## config.mk

```make
export PLATFORM = sky130hd
export DESIGN_NAME = branch_ctrl
export DESIGN_NICKNAME = d
export VERILOG_FILES = /design/src/rtl/branch_ctrl_pkg.sv /design/src/rtl/branch_ctrl_sat_counter.sv /design/src/rtl/branch_ctrl.sv
export SDC_FILE = /design/constraint.sdc
export NUM_CORES = 1
export LEC_CHECK = 0
export CORE_MARGIN = 2
export CORE_UTILIZATION = 30
export CTS_CLUSTER_DIAMETER = 200
export DETAILED_ROUTE_END_ITERATION = 8
export PLACE_DENSITY = 0.64
export SLEW_MARGIN = 15
export SYNTH_ARGS = -nofsm -noshare
export SYNTH_HDL_FRONTEND = slang
export SYNTH_HIERARCHICAL = 1
export SYNTH_SLANG_ARGS = --single-unit
```

## constraint.sdc

```tcl
create_clock -name clk -period 3.1 [get_ports clk]
set_input_delay 0.465 -clock clk [delete_from_list [all_inputs] [get_ports clk]]
set_output_delay 0.465 -clock clk [all_outputs]
set_load 0.01 [all_outputs]
```

## src/rtl/branch_ctrl_pkg.sv

```systemverilog
// branch_ctrl_pkg: shared types and stall-length constants for the branch controller
package branch_ctrl_pkg;

    typedef logic [31:0] dataBus_u;

    typedef enum logic [1:0] {
        RUN      = 2'd0,
        STALL    = 2'd1,
        REDIRECT = 2'd2
    } ctrlState_e;

    localparam logic [1:0] LOAD_USE_STALL = 2'd2;
    localparam logic [1:0] ALU_USE_STALL  = 2'd1;

endpackage

```

## src/rtl/branch_ctrl_sat_counter.sv

```systemverilog
// sat_counter: saturating event counter with synchronous clear and clock enable
module sat_counter #(
    parameter int CNT_W = 16
) (
    input  logic             clk,
    input  logic             rst_n,
    input  logic             clk_en,
    input  logic             inc,
    input  logic             clr,
    output logic [CNT_W-1:0] cnt
);

    // clear wins over increment; the count sticks at all-ones
    always_ff @(posedge clk or negedge rst_n) begin
        if (!rst_n)
            cnt <= '0;
        else if (clk_en)
            cnt <= clr ? '0 : (inc && !(&cnt)) ? cnt + 1'b1 : cnt;
    end

endmodule

```

## src/rtl/branch_ctrl.sv

```systemverilog
// branch_ctrl: ID-stage branch hazard stalls, registered redirect/flush and perf counters
module branch_ctrl
    import branch_ctrl_pkg::*;
#(
    parameter int CNT_W  = 16,
    parameter int REG_AW = 5
) (
    input  logic              clk,
    input  logic              clk_en,
    input  logic              rst_n,
    input  logic              cond_jump,
    input  logic              uncond_jump,
    input  logic              uses_rs1,
    input  logic              uses_rs2,
    input  logic [REG_AW-1:0] rs1_addr,
    input  logic [REG_AW-1:0] rs2_addr,
    input  logic [REG_AW-1:0] ex_rd_addr,
    input  logic              ex_reg_wr,
    input  logic              ex_mem_rd,
    input  logic [REG_AW-1:0] mem_rd_addr,
    input  logic              mem_mem_rd,
    input  logic              branch_taken,
    input  dataBus_u          jump_addr,
    input  logic              counter_clr,
    output logic              stall_pc,
    output logic              stall_if_id,
    output logic              bubble_id_ex,
    output logic              flush_if_id,
    output logic              pc_load,
    output dataBus_u          pc_target,
    output logic              misaligned_exc,
    output logic [CNT_W-1:0]  branch_cnt,
    output logic [CNT_W-1:0]  taken_cnt,
    output logic [CNT_W-1:0]  stall_cyc_cnt
);

    ctrlState_e state, state_n;
    logic [1:0] cnt, cnt_n, need;
    dataBus_u   target_q, target_n;
    logic       misal_q, misal_n;
    logic       br_valid, ex_match, mem_match, stall, br_inc, tk_inc;

    assign br_valid  = cond_jump | uncond_jump;
    assign ex_match  = (ex_rd_addr != '0) &&
                       ((uses_rs1 && rs1_addr == ex_rd_addr) || (uses_rs2 && rs2_addr == ex_rd_addr));
    assign mem_match = (mem_rd_addr != '0) &&
                       ((uses_rs1 && rs1_addr == mem_rd_addr) || (uses_rs2 && rs2_addr == mem_rd_addr));
    assign need      = (ex_mem_rd && ex_match) ? LOAD_USE_STALL :
                       ((ex_reg_wr && ex_match) || (mem_mem_rd && mem_match)) ? ALU_USE_STALL : 2'd0;
    assign stall_pc    = stall;
    assign stall_if_id = stall;
    assign pc_target   = target_q;

    // next-state and Mealy outputs: hazard stall, resolve, then one redirect cycle
    always_comb begin
        state_n        = state;
        cnt_n          = cnt;
        target_n       = target_q;
        misal_n        = misal_q;
        stall          = 1'b0;
        bubble_id_ex   = 1'b0;
        flush_if_id    = 1'b0;
        pc_load        = 1'b0;
        misaligned_exc = 1'b0;
        br_inc         = 1'b0;
        tk_inc         = 1'b0;
        case (state)
            RUN: begin
                if (br_valid && need != 2'd0) begin
                    stall        = 1'b1;
                    bubble_id_ex = 1'b1;
                    cnt_n        = need - 2'd1;
                    state_n      = (need == LOAD_USE_STALL) ? STALL : RUN;
                end else if (br_valid) begin
                    br_inc = 1'b1;
                    if (branch_taken) begin
                        tk_inc   = 1'b1;
                        target_n = {jump_addr[31:1], 1'b0};
                        misal_n  = jump_addr[1];
                        state_n  = REDIRECT;
                    end
                end
            end
            STALL: begin
                stall        = 1'b1;
                bubble_id_ex = 1'b1;
                cnt_n        = (cnt != 2'd0) ? cnt - 2'd1 : 2'd0;
                state_n      = (cnt <= 2'd1) ? RUN : STALL;
            end
            REDIRECT: begin
                flush_if_id    = 1'b1;
                bubble_id_ex   = 1'b1;
                pc_load        = !misal_q;
                misaligned_exc = misal_q;
                state_n        = RUN;
            end
            default: state_n = RUN;
        endcase
    end

    // state, stall countdown and resolved target; frozen while clk_en is low
    always_ff @(posedge clk or negedge rst_n) begin
        if (!rst_n) begin
            state    <= RUN;
            cnt      <= 2'd0;
            target_q <= '0;
            misal_q  <= 1'b0;
        end else if (clk_en) begin
            state    <= state_n;
            cnt      <= cnt_n;
            target_q <= target_n;
            misal_q  <= misal_n;
        end
    end

    sat_counter #(.CNT_W(CNT_W)) u_branch_cnt (
        .clk(clk), .rst_n(rst_n), .clk_en(clk_en), .inc(br_inc), .clr(counter_clr), .cnt(branch_cnt)
    );

    sat_counter #(.CNT_W(CNT_W)) u_taken_cnt (
        .clk(clk), .rst_n(rst_n), .clk_en(clk_en), .inc(tk_inc), .clr(counter_clr), .cnt(taken_cnt)
    );

    sat_counter #(.CNT_W(CNT_W)) u_stall_cnt (
        .clk(clk), .rst_n(rst_n), .clk_en(clk_en), .inc(stall), .clr(counter_clr), .cnt(stall_cyc_cnt)
    );

endmodule
```

==> qor.txt, run 1 <==
STATUS
---------------------------------------------------------------------------------
Result of the run                                                    finished clean

LAYOUT
---------------------------------------------------------------------------------
Share of layout cells above drive strength 1                               0.1705
Area delta synth->final                                                    41.79%
Fillcell total                                                              1,656
Final antenna diode count                                                       0
Sequential cell area                                                     2077 um2
Area of the multi-input gates                                            2974 um2
Post-route core utilization                                                0.4347
Post-route standard cell area excluding fillers                          7518 um2
Number of nets in the finished design                                         764

YOSYS
---------------------------------------------------------------------------------
Fraction of synthesis flops using an asynchronous set or reset pin          1.000
Summed instance area of the synthesized netlist                          5303 um2
Yosys warnings                                                                  6
Most used DFF post-synth                                             sky130_fd_sc_hd__dfrtp_1
Register bit count reported by yosys                                           83
Synthesized instance count                                                    524
Number of distinct library cells after synthesis                               57
Post-synthesis area per instance                                        10.12 um2
Part of the Yosys area used for sequential elements                        0.3917
Number of enable flip-flop cells after synthesis                                0
Net count after synthesis                                                     595

ROUTING
---------------------------------------------------------------------------------
Number of DRC violations after detailed routing                                 0
Mean routed wirelength per cell                                          16.38 um
Total Routed Length                                                     15,120 um
Router iterations before antenna repair                                         4
Remaining antenna violation count                                               0
Vias per Instance                                                           5.306
Via count of the routed design                                              4,897
Number of DRC markers after the initial detailed-route iteration              217

FLOORPLAN
---------------------------------------------------------------------------------
Vertical die dimension                                                   137.0 um
Initial Util                                                               0.3066
Total core area                                                        17,300 um2
Die Outline Area                                                       18,760 um2
Die width                                                                137.0 um
Number of rows in the core area                                                48
I/O pin total                                                                 150

HOLD PATH
---------------------------------------------------------------------------------
Path class of the lowest-slack min-delay path                        input pin to asynchronous set/reset pin

CTS
---------------------------------------------------------------------------------
H-tree levels                                                                   3
Cts bufs inserted                                                               9
Sinks on the clock net                                                         83
Clock slew at reported path FFs                                           0.07 ns
Count of hold buffers inserted by post-cts repair                               0
Clock latency on the worst-skew pair                                      0.35 ns
Master cell of the clock root buffer                                 sky130_fd_sc_hd__clkbuf_16
Maximum buffer depth of the clock tree                                          2
Clock tree from TritonCTS                                                    done

GRT
---------------------------------------------------------------------------------
Vias in the first global route                                              4,806
Remaining Overflow, GRT                                                         0
Total GRT Usage                                                            0.1614
Number of antenna violations at the first check in global routing               0
First-pass GRT wire length                                              24,180 um
Pin count of the biggest net entering global routing                           39

POWER AND IR DROP
---------------------------------------------------------------------------------
Areal power density over the cells                                   576.5 nW/um2
Leak                                                                     3.010 nW
Maximum vdd ir drop                                                      411.9 uV

STA
---------------------------------------------------------------------------------
Setup-failing EPs final                                                         0
Final hold vios                                                                 0
Setup skew after layout                                               0.008387 ns
Final max-slew violation count                                                  0
Max Freq                                                               0.3386 GHz
Least-Margin Pin Slew                                                   0.5420 ns
Relative slew margins                                                      0.6374
Crit share post-route                                                      0.9526
Minimum clock period after layout                                        2.953 ns
Sum Neg Setup Slack                                                          0 ns
Unrepaired setup endpoints after global routing                             false
Final hold slack                                                       0.08574 ns

RUN
---------------------------------------------------------------------------------
Maximum capacitance violations                                                  0

CRITICAL PATH
---------------------------------------------------------------------------------
Arrival time at the worst endpoint                                        2.49 ns
Critical path endpoint category                                       output port
Class of the most critical setup path                                input pin to output port
Top cell family by delay on the critical path                        buffers and inverters
Number of buffers and inverters on the critical path                            4
Largest stage delay, worst path                                           0.55 ns
Worst-path cell with the longest stage delay                         sky130_fd_sc_hd__or4_1
Highest net fanout along the worst path                                         4
Data required, critical path                                              2.63 ns
Sort of element at the start of the critical path                       input pin
Series of cell instances along the critical path                     dlygate4sd2_1 > or4_1 > o21a_1 > a22oi_4 > buf_4 > buf_4 > nor2_1 > o21ba_2 > dlygate4sd2_1

PLACED DESIGN
---------------------------------------------------------------------------------
Cell area after placement                                                7201 um2
Final weighted congestion of routability-driven global placement           0.8627
Half-perimeter wire length after detailed placement                     10,850 um
Input/output buffers                                                          147

[sequential cells by signal, summed over array words and instances, names as in the netlist]
signal,flops
cnt,2
pc_target,31
state,2
u_branch_cnt/cnt,16
u_stall_cnt/cnt,16
u_taken_cnt/cnt,16
[worst paths after layout]
path | startpoint | to | slack [ns] | depth (start not counted)
max in group asynchronous | rst_n | pc_target[6] | 2.29 | 2
setup / recovery | mem_rd_addr[1] | bubble_id_ex | 0.15 | 9
min in group clk | pc_target[27] | pc_target[27] | 0.51 | 1
hold / removal | rst_n | u_taken_cnt/cnt[6] | 0.09 | 1
setup reg to reg | state[1] | u_stall_cnt/cnt[5] | 0.52 | 10
hold reg to reg | pc_target[27] | pc_target[27] | 0.51 | 1
[cells in the mapped netlist (6+ instances only)]
| master | instances | area share |
|---|---|---|
| sky130_fd_sc_hd__a311o_1 | 6 | 0.011 |
| sky130_fd_sc_hd__a31oi_1 | 8 | 0.0094 |
| sky130_fd_sc_hd__and4_1 | 6 | 0.0099 |
| sky130_fd_sc_hd__buf_2 | 9 | 0.0085 |
| sky130_fd_sc_hd__clkbuf_1 | 15 | 0.011 |
| sky130_fd_sc_hd__dfrtp_1 | 83 | 0.39 |
| sky130_fd_sc_hd__ha_1 | 7 | 0.017 |
| sky130_fd_sc_hd__inv_1 | 30 | 0.021 |
| sky130_fd_sc_hd__mux2_4 | 30 | 0.085 |
| sky130_fd_sc_hd__mux2i_1 | 6 | 0.011 |
| sky130_fd_sc_hd__nand2_1 | 57 | 0.040 |
| sky130_fd_sc_hd__nand3_1 | 25 | 0.024 |
| sky130_fd_sc_hd__nand4_1 | 25 | 0.029 |
| sky130_fd_sc_hd__nand4_2 | 6 | 0.014 |
| sky130_fd_sc_hd__nor2_1 | 21 | 0.015 |
| sky130_fd_sc_hd__nor2b_1 | 8 | 0.0094 |
| sky130_fd_sc_hd__nor3_1 | 13 | 0.012 |
| sky130_fd_sc_hd__nor4_1 | 9 | 0.011 |
| sky130_fd_sc_hd__o211ai_1 | 7 | 0.0099 |
| sky130_fd_sc_hd__o21ai_0 | 10 | 0.0094 |
| sky130_fd_sc_hd__o2bb2ai_1 | 6 | 0.0099 |
| sky130_fd_sc_hd__o311ai_0 | 18 | 0.030 |
| sky130_fd_sc_hd__o311ai_1 | 6 | 0.0099 |
| sky130_fd_sc_hd__or3_1 | 7 | 0.0083 |
| sky130_fd_sc_hd__xnor2_1 | 20 | 0.033 |
[cells in the final DEF, fill, tap and decap left out, types with 7 or more instances in the layout]
master,count
sky130_fd_sc_hd__nand4_1,25
sky130_fd_sc_hd__nand2_1,57
sky130_fd_sc_hd__o211ai_1,7
sky130_fd_sc_hd__inv_1,30
sky130_fd_sc_hd__dfrtp_1,83
sky130_fd_sc_hd__mux2_4,30
sky130_fd_sc_hd__a31oi_1,8
sky130_fd_sc_hd__nor2b_1,8
sky130_fd_sc_hd__o311ai_0,18
sky130_fd_sc_hd__clkdlybuf4s50_1,139
sky130_fd_sc_hd__nor4_1,9
sky130_fd_sc_hd__o21ai_0,10
sky130_fd_sc_hd__nor3_1,13
sky130_fd_sc_hd__nor2_1,20
sky130_fd_sc_hd__or3_1,7
sky130_fd_sc_hd__xnor2_1,20
sky130_fd_sc_hd__buf_4,41
sky130_fd_sc_hd__nand3_1,25
sky130_fd_sc_hd__clkbuf_16,9
sky130_fd_sc_hd__ha_1,7
[repair_timing]
item                                    CTS  global route
pin swaps                                 1             1
endpoints found under the hold margin     0             0
setup buffers                             2             0
endpoints found under the setup margin    3             4
resized for setup                         7             5
[through the flow]
step,power (W),setup WS (ns),cells
2_1_floorplan,0.002385,0.01135,524
3_3_place_gp,0.003268,-0.2187,905
3_5_place_dp,0.003300,-0.2929,905
4_1_cts,0.004402,0.07863,923
5_1_grt,0.004597,0.01254,923
6_report,0.004334,0.1469,923
[layout make-up]
type	instances	share of cell area
clock buffers	9	0.02996
multi-input cells	381	0.3956
inverters	30	0.01498
clock inverters	7	0.008487
repair buffers	188	0.2373
flip-flops and latches	83	0.2763
well taps	225	0.03744
[kinds of logic after synthesis]
logic type                 synth area share
buffers and inverters               0.05097
xor gates and xnor gates            0.03303
other                             0.0007072
and+or+nand+nor                      0.2322
adders and majority gates           0.01652
muxes                                0.1026
DFF                                  0.3917
AOI/OAI and AO/OA                    0.1723
[per-layer routing]
metal  part of all wire  global-route usage  wire length [um]
met1               0.43              0.2043              6578
met2               0.50              0.2767              7579
met3              0.048             0.03074               720
met4              0.016             0.05097               245
met5                  0                   0                 0
[where the power goes]
part | leakage (nW) | switching (W) | internal (W)
logic | 1.79 | 0.000628 | 0.00103
clock network | 0.137 | 0.000504 | 0.000563
registers | 1.08 | 0.000246 | 0.00136
(Power assumes the default switching activity.)
==> inputs of run 2 (changes only) <==
--- a/config.mk
+++ b/config.mk
@@ -5,6 +5,7 @@
 export SDC_FILE = /design/constraint.sdc
 export NUM_CORES = 1
 export LEC_CHECK = 0
+export CAP_MARGIN = 20
 export CORE_MARGIN = 2
 export CORE_UTILIZATION = 30
 export CTS_CLUSTER_DIAMETER = 200
==> results of run 2 <==
Final layout, timing and power as in run 1 (identical DEF).
==> edit, RTL diff (config.mk and constraints of run 1) <==
`ALU_USE_STALL`: 2'd1 -> 2'd0.
--- a/src/rtl/branch_ctrl_pkg.sv
+++ b/src/rtl/branch_ctrl_pkg.sv
@@ -11,5 +11,5 @@
 
     localparam logic [1:0] LOAD_USE_STALL = 2'd2;
-    localparam logic [1:0] ALU_USE_STALL  = 2'd1;
+    localparam logic [1:0] ALU_USE_STALL  = 2'd0;
 
 endpackage
Formal check against the unedited RTL: not equivalent (a bounded check fails within 4 cycles, from zero or initial values and one cycle with rst_n low).
==> edit against run 1 <==
Critical path depth is 3 lower. Synthesized area is 4.8% lower. Cell area is 5.4% lower. Power is 12% lower. First-iteration DRC count is 80% higher. Register-to-register slack worse by 0.25 ns. Wire length is 5.7% lower. Setup slack worse by 0.017 ns. Sequential power is 6% lower. Via count is 2.5% lower. Sequential cell count stayed put. Die area is 4.7% lower.
==> edit: results (changes against run 1) <==
stage;metric;value;unit;change
status;status;finished, final reports clean;;
timing;skew;0.00590;ns;-0.00249 ns
power_and_ir_drop;ir_worst_vdd;0.000278;V;-32%
cells_and_area;drive_gt1_share;15.7;%;-1.3 points
logic_synthesis;ys_seq_area_share;41.2;%;+2.0 points
global_route;grt_pass1_vias;4522;;-5.9%
drt;drt_pass1_iterations;5;;+1
placement;gp_congestion;0.832;;-3.5%
drt;drtIter0Drc;390;;+80%
drt;drt-met1-wl;6.06;mm;-7.9%
logic_synthesis;syn_nets;576;;-3.2%
global_route;use_met2;27.2;%;-0.43 points
global_route;track_usage;16.2;%;+0.089 points
placement;placed_cells;864;;-4.5%
global_route;grtUsageMet1;20.4;%;-0.033 points
global_route;grt_use_met3;3.50;%;+0.43 points
global_route;grt_pass1_wl;23.3;mm;-3.6%
placement;place.port_buffers;140;;-4.8%
placement;hpwlAfterDp;10.2;mm;-6.0%
placement;place_ws;-0.228;ns;+0.0645 ns
logic_synthesis;syn_inst;505;;-3.6%
global_route;grt_max_degree;84;;+120%
logic_synthesis;synth_fa_ha_area_share;1.74;%;+0.084 points
drt;wl_met3;857;um;+19%
power_and_ir_drop;leakage;2.72;nW;-9.6%
critical_path;arrival;2.51;ns;+0.02 ns
logic_synthesis;synth_compound_gate_area_share;18.1;%;+0.83 points
drt;vias;4774;;-2.5%
-- edit: cell types whose count changed after synthesis, sizes merged, moves of 3 or more --
cell,run 1,this run
inv,30,27
nand2,57,54
nand4,35,32
a21oi,4,7
xnor2,20,10
-- edit: area by class of cell --
class                           count  area, um2  area share (%)
Clock buffer                        9        225            3.17
Sequential cell                    83       2080            29.2
Timing Repair Buffer              170       1640            23.1
Clock inverter                      7       73.8            1.04
Tap cell                          220        275            3.87
Inverter                           27        101            1.43
Multi-Input combinational cell    365       2710            38.2
-- edit: per-stage QoR --
| stage | setup TNS (ns) | util (%) |
|---|---|---|
| after floorplan | 0 | - |
| after global placement | -1.46 | 41.1 |
| after detailed placement | -2.34 | 41.1 |
| after CTS | 0 | 42.9 |
| after global routing | -0.00859 | 43.0 |
| final | 0 | 43.0 |
-- edit: path summary, 6_finish.rpt --
check	from	end	slack (ns)	depth (start not counted)
worst max-delay path	ex_rd_addr[1]	stall_pc	0.13	6
worst min register to register	pc_target[22]	pc_target[22]	0.51	1
worst max register to register	state[1]	u_stall_cnt/cnt[10]	0.27	10
max in group asynchronous	rst_n	u_taken_cnt/cnt[12]	2.41	1
min in group clk	pc_target[22]	pc_target[22]	0.51	1
worst min-delay path	rst_n	pc_target[28]	0.16	1
-- edit: report_power, final --
part | total (mW) | switching (mW) | leakage [nW] | internal [mW]
clock | 1.10 | 0.530 | 0.148 | 0.573
combinational | 1.21 | 0.493 | 1.50 | 0.714
sequential | 1.51 | 0.206 | 1.08 | 1.30
total | 3.82 | 1.23 | 2.72 | 2.59
-- edit: repair_timing --
action	CTS	global route
setup buffers	0	1
pin swaps	0	1
setup endpoints to repair	2	6
resized for setup	1	3
